[src/rtl/cpu_pkg.sv]
// Shared definitions for the 16-bit CPU execute stage.
//   - default data/address widths
//   - opcode encoding seen on i_op / ex_op
//   - state encoding of the sequential multiplier
package cpu_pkg;

  localparam int CPU_DW = 16;
  localparam int CPU_AW = 4;

  localparam logic [3:0] OP_NOP = 4'd0;
  localparam logic [3:0] OP_ADD = 4'd1;
  localparam logic [3:0] OP_SUB = 4'd2;
  localparam logic [3:0] OP_AND = 4'd3;
  localparam logic [3:0] OP_OR  = 4'd4;
  localparam logic [3:0] OP_XOR = 4'd5;
  localparam logic [3:0] OP_NOT = 4'd6;
  localparam logic [3:0] OP_SHL = 4'd7;
  localparam logic [3:0] OP_SHR = 4'd8;
  localparam logic [3:0] OP_MOV = 4'd9;
  localparam logic [3:0] OP_MUL = 4'd10;
  localparam logic [3:0] OP_CMP = 4'd11;

  typedef enum logic [1:0] {
    ST_IDLE = 2'd0,
    ST_BUSY = 2'd1,
    ST_DONE = 2'd2
  } mul_state_t;

  // Opcodes that produce a register write (ADD..MUL).
  function automatic logic op_writes(input logic [3:0] op);
    return (op >= OP_ADD) && (op <= OP_MUL);
  endfunction

  // Opcodes that update the zero/carry flags.
  function automatic logic op_flags(input logic [3:0] op);
    return (op == OP_ADD) || (op == OP_SUB) || (op == OP_CMP);
  endfunction

endpackage

[src/rtl/mul16_seq.sv]
// Sequential shift-add multiplier, one multiplier bit per cycle.
// Ports:
//   clk, reset (async, active-low)
//   start      - operands valid, begin a multiply when idle
//   flush      - abort any multiply in progress
//   mcand_in, mplier_in - operands captured on the IDLE->BUSY edge
//   busy, done - FSM in BUSY / DONE
//   product    - low DW bits of mcand*mplier, valid while done
//
// state | meaning
// IDLE  | waiting for start
// BUSY  | DW shift-add iterations, cnt = iteration index
// DONE  | product valid for one cycle, then back to IDLE
module mul16_seq #(
  parameter int DW = 16
) (
  input  logic          clk,
  input  logic          reset,
  input  logic          start,
  input  logic          flush,
  input  logic [DW-1:0] mcand_in,
  input  logic [DW-1:0] mplier_in,
  output logic          busy,
  output logic          done,
  output logic [DW-1:0] product
);
  import cpu_pkg::*;

  localparam int CW = $clog2(DW);

  mul_state_t    state, state_d;
  logic [DW-1:0] acc;
  logic [DW-1:0] mcand;
  logic [DW-1:0] mplier;
  logic [CW-1:0] cnt;

  always_ff @(posedge clk or negedge reset) begin
    if (!reset) begin
      state  <= ST_IDLE;
      acc    <= '0;
      mcand  <= '0;
      mplier <= '0;
      cnt    <= '0;
    end else begin
      state <= state_d;
      case (state)
        ST_IDLE: begin
          if (start && !flush) begin
            acc    <= '0;
            mcand  <= mcand_in;
            mplier <= mplier_in;
            cnt    <= '0;
          end
        end
        ST_BUSY: begin
          if (!flush) begin
            acc    <= acc + (mplier[0] ? mcand : '0);
            mcand  <= mcand << 1;
            mplier <= mplier >> 1;
            cnt    <= cnt + CW'(1);
          end
        end
        default: ;
      endcase
    end
  end

  always_comb begin
    state_d = state;
    case (state)
      ST_IDLE: if (start && !flush) state_d = ST_BUSY;
      ST_BUSY: begin
        if (flush)                    state_d = ST_IDLE;
        else if (cnt == CW'(DW - 1))  state_d = ST_DONE;
      end
      ST_DONE: state_d = ST_IDLE;
      default: state_d = ST_IDLE;
    endcase
  end

  assign busy    = (state == ST_BUSY);
  assign done    = (state == ST_DONE);
  assign product = acc;

endmodule

[src/rtl/execute_stage.sv]
// Execute stage of the 16-bit CPU.
// Latches decoded operands (ID/EX), computes the ALU or sequential MUL
// result, forwards it to the register file, and registers it into the
// EX/WB latch that drives the register-file write port.
// Ports:
//   clk, reset (async, active-low)
//   i_valid, i_op, i_dest, i_wb, i_data_a, i_data_b - decoded instruction
//   i_flush        - kill instruction in EX, abort multiply
//   o_stall        - front end holds inputs and PC
//   forwardE, forward_addE, forward_dataE - EX forwarding path
//   o_write_en, o_write_add, o_write_data - write-back port
//   o_zero, o_carry - status flags (ADD/SUB/CMP only)
module execute_stage #(
  parameter int DW = 16,
  parameter int AW = 4
) (
  input  logic          clk,
  input  logic          reset,
  input  logic          i_valid,
  input  logic [3:0]    i_op,
  input  logic [AW-1:0] i_dest,
  input  logic          i_wb,
  input  logic [DW-1:0] i_data_a,
  input  logic [DW-1:0] i_data_b,
  input  logic          i_flush,
  output logic          o_stall,
  output logic          forwardE,
  output logic [AW-1:0] forward_addE,
  output logic [DW-1:0] forward_dataE,
  output logic          o_write_en,
  output logic [AW-1:0] o_write_add,
  output logic [DW-1:0] o_write_data,
  output logic          o_zero,
  output logic          o_carry
);
  import cpu_pkg::*;

  logic          ex_valid;
  logic [3:0]    ex_op;
  logic [AW-1:0] ex_dest;
  logic          ex_wb;
  logic [DW-1:0] ex_a;
  logic [DW-1:0] ex_b;

  logic          mul_start;
  logic          mul_busy;
  logic          mul_done;
  logic [DW-1:0] mul_product;

  logic [DW:0]   sum;
  logic [DW-1:0] result;

  // ID/EX latch; flush wins over a new load, even while stalled
  always_ff @(posedge clk or negedge reset) begin
    if (!reset) begin
      ex_valid <= 1'b0;
      ex_op    <= OP_NOP;
      ex_dest  <= '0;
      ex_wb    <= 1'b0;
      ex_a     <= '0;
      ex_b     <= '0;
    end else if (i_flush) begin
      ex_valid <= 1'b0;
    end else if (!o_stall) begin
      ex_valid <= i_valid;
      ex_op    <= i_op;
      ex_dest  <= i_dest;
      ex_wb    <= i_wb;
      ex_a     <= i_data_a;
      ex_b     <= i_data_b;
    end
  end

  assign mul_start = ex_valid && (ex_op == OP_MUL);

  mul16_seq #(.DW(DW)) u_mul (
    .clk       (clk),
    .reset     (reset),
    .start     (mul_start),
    .flush     (i_flush),
    .mcand_in  (ex_a),
    .mplier_in (ex_b),
    .busy      (mul_busy),
    .done      (mul_done),
    .product   (mul_product)
  );

  // Stalled from the latch cycle (still IDLE) through the last BUSY cycle.
  assign o_stall = mul_start && (mul_busy || !mul_done);

  always_comb begin
    sum    = '0;
    result = '0;
    case (ex_op)
      OP_ADD: begin
        sum    = {1'b0, ex_a} + {1'b0, ex_b};
        result = sum[DW-1:0];
      end
      OP_SUB, OP_CMP: begin
        // bit DW of the wide difference is the borrow (A < B)
        sum    = {1'b0, ex_a} - {1'b0, ex_b};
        result = sum[DW-1:0];
      end
      OP_AND: result = ex_a & ex_b;
      OP_OR:  result = ex_a | ex_b;
      OP_XOR: result = ex_a ^ ex_b;
      OP_NOT: result = ~ex_a;
      OP_SHL: result = ex_a << ex_b[3:0];
      OP_SHR: result = ex_a >> ex_b[3:0];
      OP_MOV: result = ex_b;
      OP_MUL: result = mul_product;
      default: result = '0;
    endcase
  end

  assign forwardE      = ex_valid && ex_wb && !o_stall && (ex_op != OP_CMP);
  assign forward_addE  = ex_dest;
  assign forward_dataE = result;

  // EX/WB latch; address, data and flags hold across a stall
  always_ff @(posedge clk or negedge reset) begin
    if (!reset) begin
      o_write_en   <= 1'b0;
      o_write_add  <= '0;
      o_write_data <= '0;
      o_zero       <= 1'b0;
      o_carry      <= 1'b0;
    end else if (o_stall) begin
      o_write_en <= 1'b0;
    end else begin
      o_write_en   <= ex_valid && ex_wb && op_writes(ex_op);
      o_write_add  <= ex_dest;
      o_write_data <= result;
      if (ex_valid && op_flags(ex_op)) begin
        o_zero  <= (result == '0);
        o_carry <= sum[DW];
      end
    end
  end

endmodule

[config.mk]
export PLATFORM = sky130hd
export DESIGN_NAME = execute_stage
export DESIGN_NICKNAME = d
export VERILOG_FILES = /design/src/rtl/cpu_pkg.sv /design/src/rtl/mul16_seq.sv /design/src/rtl/execute_stage.sv
export SDC_FILE = /design/constraint.sdc
export NUM_CORES = 1
export LEC_CHECK = 0
export BUFFER_PORTS_ARGS = -buffer_cell sky130_fd_sc_hd__buf_2
export CAP_MARGIN = 15
export CORE_MARGIN = 10
export CORE_UTILIZATION = 25
export DETAILED_ROUTE_END_ITERATION = 16
export PLACE_DENSITY = 0.38
export SKIP_LAST_GASP = 1
export SYNTH_ARGS = -nofsm -noshare
export SYNTH_HDL_FRONTEND = slang
export SYNTH_HIERARCHICAL = 1
export SYNTH_SLANG_ARGS = --single-unit
[constraint.sdc]
create_clock -name clk -period 4.04 [get_ports clk]
set_input_delay 0.606 -clock clk [delete_from_list [all_inputs] [get_ports clk]]
set_output_delay 0.606 -clock clk [all_outputs]
set_load 0.1 [all_outputs]
# After elaboration in Yosys (flattened, before gate mapping)
# Index checks and enable logic that the tools add are counted.
# word_totals
regBits	119
latchBits	0
ramBits	0
romBits	0
in_bits	45
output_inout_bits	45
mem_count	0
# op_classes
n_addsub	4
n_mul	0
n_div	0
order_cmp	2
eq_ne	19
shift	2
muxes	22
bitwise	6
n_reduce_logical	23
# op_table
operator	count
16-bit case mux with 10 select lines	1
16-bit 2-to-1 mux	7
16-bit case mux with 2 select lines	3
17-bit case mux with 2 select lines	1
4-bit equality test (second input constant)	5
16-bit by 16-bit adder with 17-bit output	1
16-bit by 16-bit subtractor with 17-bit output	1
16-bit adder	1
16-bit AND	1
4-bit by 3-bit equality test with 1-bit output (second input constant)	4
16-bit logical NOT	1
16-bit NOT	1
16-bit OR	1
16-bit by 4-bit << shifter with 16-bit output	1
16-bit by 4-bit right shift with 16-bit output	1
16-bit XOR	1
1-bit logical AND	9
4-bit by 2-bit equality test with 1-bit output (second input constant)	2
4-bit 2-to-1 mux	2
4-bit case mux with 2 select lines	1
2-bit 2-to-1 mux	3
2-bit AND reduction	3
4-bit by 1-bit adder with 4-bit output (second input constant)	1
4-bit by 1-bit equality test with 1-bit output (second input constant)	1
17 further kinds	25

# Depth between registers and ports, before layout
# depth
word_depth	7
depth_mapped	14
depth_no_buf	13

# Modules after synthesis
# Netlist, hierarchy kept.
# by_module_without_submodules
module	n_inst	cells_each	area_per_inst_um2
execute_stage	1	842	6877.8
mul16_seq	1	331	3119.2

# Least setup slack after synthesis
# OpenSTA, ideal clock, no wires.
# synth_path
kind	register to output
startpoint	register ex_b[2]
endpoint	output port forward_dataE[8]
arrival_time_ps	4648
required_time_ps	3434
setup_slack_ps	-1214
stages_incl_launch_ff	11
path_buffers	2
cell_sequence	dfrtp_1 -> inv_1 -> clkbuf_1 -> clkbuf_1 -> ha_1 -> nor2b_1 -> o2111ai_1 -> a21o_1 -> nand2_1 -> o221a_2 -> o21ai_0
# synth_via
elab_chain_len	2
word_cells_on_any_way	5
cone_classes	add/sub: 2; shift: 2; mux: 1
# synth_rtl
item	line_no	source
start, declared	execute_stage.sv:43	logic [DW-1:0] ex_b;
start signal, assigned	execute_stage.sv:70	ex_b <= i_data_b;
16-bit by 16-bit subtractor with 17-bit output (tied with other cells)	execute_stage.sv:101	sum = {1'b0, ex_a} - {1'b0, ex_b};
16-bit case mux with 10 select lines *	execute_stage.sv:94	case (ex_op)
end, declared	execute_stage.sv:29	output logic [DW-1:0] forward_dataE,
# Mark *: on every way between the ends. The rest lies on a longest branch, timed or not.

# Final worst setup path
# layout_path
startpoint	register ex_op[3]
endpoint	output port forward_dataE[15]
# layout_via
elab_chain_len	3
word_cells_on_any_way	13
cone_classes	eq/ne: 11; mux: 1; reduce/logical: 1
# layout_rtl
item	line_no	source
start, declared	execute_stage.sv:39	logic [3:0] ex_op;
start signal, assigned	execute_stage.sv:66	ex_op <= i_op;
4-bit by 2-bit equality test with 1-bit output or 4-bit equality test (tied branches)	execute_stage.sv:94	
2-bit OR reduction	execute_stage.sv:94	
16-bit case mux with 10 select lines *	execute_stage.sv:94	
# Marks and branches as above.

==> qor.yml <==
run_status:
  status: "finished, final reports clean"
sta:
  drv_slew: 0
  fmax_ghz: 0.255
  rsz0062_at_grt: "yes"
  min_period_over_period_pct: 96.9
  layout_min_cycle_time_ns: 3.92
  finalHoldViolCount: 0
  tightestPinTransition_ns: 0.898
  finalClockSkew_ns: 0.0140
  setup_viol: 0
  timing.slew.headroom_pct: 39.4
  setup_slack_ns: 0.125
layout:
  diodes: 0
  drive_above_1_share_pct: 24.3
  mostFrequentLayoutCell: "nand2_1"
  final_core_util_pct: 31.9
  layout_common_cells: "nand2_1, dfrtp_1, o21ai_0, buf_4, buf_2"
  area_delta_synth_final_pct: 26.3
  layout.nets: 1404
worst_setup_path:
  path_cells: "buf_4, and4b_1, nand2_1, nor3_1, nor3_1, buf_4, o311ai_0, a21o_1, and2_1, buf_12"
  worstSetupPathType: "flop to primary output"
  crit_fanout: 12
  crit_arrival_ns: 3.31
  critical_path_buf_inv_count: 3
  cp-end-kind: "primary output"
  cpLargestDelayFamily: "simple AND/OR/NAND/NOR gates"
  max_stage_delay_ns: 0.58
  cp-start-kind: "flop"
  cp.required_ns: 3.43
  critPathSlowestCell: "dfrtp_1"
clock_tree:
  cts_max_level: 4
  clock_latency_ns: 0.46
  cts_root_buf: "clkbuf_16"
  tritoncts: "yes"
  cts.clk_slew.worst_paths_ns: 0.06
  numClockSinks: 119
  cts_buffers: 17
  clockBufferDepth: 2
placed_design:
  gp_congestion: 0.952
  portBuffers: 89
  post-place-ws_ns: -0.103
  hpwl_mm: 33.2
yosys:
  postSynthNetCount: 1289
  yosysSeqAreaShare_pct: 29.8
  ys_warn_count: 6
  syn_avg_cell_area_um2: 8.52
  synthTopCellsByArea: "dfrtp_1, ha_1, nand2_1, o21ai_0, mux2i_1"
  syn_inst: 1173
  synth_top_area_share_pct: 29.8
  async_reset_ff_share_pct: 100
  syn_area_um2: 10000
  ys_seq_elements: 119
  synth_top_flop_cell: "dfrtp_1"
  synth_edf_count: 0
  synth.largest_area_cell: "dfrtp_1"
  synth_cell_types: 87
floorplanning:
  row_count: 73
  start_util_pct: 25.2
  die_height_um: 220
  design.core.area_um2: 39600
  die_w_um: 220
  die_area_um2: 48400
  pin_count: 90
route:
  ant_nets: 0
  viasPerCell: 5.25
  drtIter0Drc: 933
  vias: 9589
  detail_route.first_pass.iterations: 6
  avgRoutedWirePerCell_um: 23.6
  drc: 0
  routed_wl_mm: 43.1
grt:
  antenna_found_initial: 0
  grt_max_degree: 71
  grt_overflow: 0
  grt_pass1_wl_mm: 64.0
  grt_usage_pct: 17.7
  grt_pass1_vias: 9616
power_and_ir_drop:
  p_leak_nw: 5.48
  switching_share_pct: 45.7
  clockPowerShare_pct: 26.2
  seqPwrFrac_pct: 26.3
  p_comb_share_pct: 47.6
  power.total_mw: 6.42
  power_density_nw_per_um2: 509
  p_sw_mw: 2.93
  ir_drop_uv: 304
  power.internal_mw: 3.49
hold_path:
  hold_path_class: "primary input to asynchronous set/reset pin"
flow_run:
  max_cap_viol_count: 0
==> power groups by stage <==
stage | Clock [mW] | Sequential (mW) | Combinational [mW]
2_1_floorplan | 0 | 2.10 | 1.59
3_3_place_gp | 0 | 1.70 | 2.96
3_5_place_dp | 0 | 1.71 | 2.95
4_1_cts | 1.73 | 1.69 | 3.01
5_1_grt | 1.78 | 1.73 | 3.24
6_report | 1.68 | 1.69 | 3.05
==> routing by layer <==
layer | GRT usage, % | part of all wire [%] | up-vias
met3 | 2.87 | 5.1 | 47
met5 | 0 | 0 | -
met4 | 7.24 | 3.3 | 0
li1 | - | - | 4505
met2 | 27.0 | 45 | 290
met1 | 24.3 | 47 | 4747
==> final cells by class <==
cell class                 count  area (um^2)
timing repair buffer         173         1380
tap                          525          657
clock inverter                10          141
sequential                   119         2990
multi-input combinational    917         6730
inverter                      60          235
clock buffer                  22          494
fill                        4271        27000
==> sequential cells by signal, summed over array words and instances (netlist names), 2 cells and up <==
signal	count
forward_addE	4
ex_op	4
u_mul/product	16
u_mul/mplier	16
ex_a	16
u_mul/state	2
ex_b	16
u_mul/mcand	16
o_write_add	4
u_mul/cnt	4
o_write_data	16
==> metrics by stage <==
step | hold slack (ns) | instance area (um^2) | TNS, ns | instances
6_report | 0.155 | 12600 | 0 | 1826
5_1_grt | 0.199 | 12600 | -0.0196 | 1826
4_1_cts | 0.195 | 12500 | -0.110 | 1818
3_5_place_dp | 0.455 | 11700 | -0.103 | 1783
3_3_place_gp | 0.445 | 11700 | -0.0491 | 1782
2_1_floorplan | 0.310 | 10200 | -0.0365 | 1173
==> cells by family (layout without fill, tap and decap cells) <==
family                     count (synthesis)  count (layout)  share of synthesized area, %
and+or+nand+nor                          411             411                          20.5
AOI/OAI and AO/OA                        331             331                          22.3
buffers and inverters                    137             265                          5.68
DFF                                      119             119                          29.8
muxes                                     86              86                          11.1
adders and majority gates                 71              71                          9.11
xor gates and xnor gates                  18              18                          1.58
==> worst paths after layout <==
path / startpoint / endpoint / slack (ns) / cells past startpoint
max: ex_op[3] / forward_dataE[15] / 0.12 / 10
min: reset / u_mul/cnt[0] / 0.15 / 1
max in group asynchronous: reset / ex_b[1] / 2.95 / 2
min reg2reg: o_write_add[1] / o_write_add[1] / 0.46 / 2
max reg2reg: ex_a[0] / o_zero / 0.55 / 14
min in group clk: i_op[0] / ex_op[0] / 0.34 / 3
==> Yosys cell counts (4+ instances only) <==
library cell / number
and3b_1: 7
o22ai_1: 10
a221oi_1: 9
nand4_1: 14
a21o_1: 9
dfrtp_1: 119
nor2b_1: 23
and3_1: 7
o311ai_0: 5
mux2_2: 23
o211ai_1: 13
xnor2_1: 9
nand3b_1: 5
nand2b_1: 14
o21a_1: 6
nor3_1: 27
o21ai_1: 4
a22oi_1: 33
mux2i_1: 46
o221ai_1: 5
a31oi_1: 9
a21oi_1: 44
or4_1: 4
a22o_1: 11
a32oi_1: 8
mux4_2: 16
o21ai_0: 96
and2_1: 23
nor2_1: 73
clkbuf_1: 47
ha_1: 68
nand3_1: 18
a211oi_1: 17
nor3b_1: 4
o2111ai_1: 6
o31ai_1: 4
nand2_1: 163
nor4b_1: 5
a211o_1: 6
buf_2: 22
or3_1: 6
inv_1: 57
xor2_1: 9
==> what timing repair did <==
action	CTS	global route
resized for setup	21	30
buffers inserted	3	8
pin swaps	6	10
endpoints found under the setup margin	7	6
hold buffers	0	0
(Power assumes the default switching activity.)
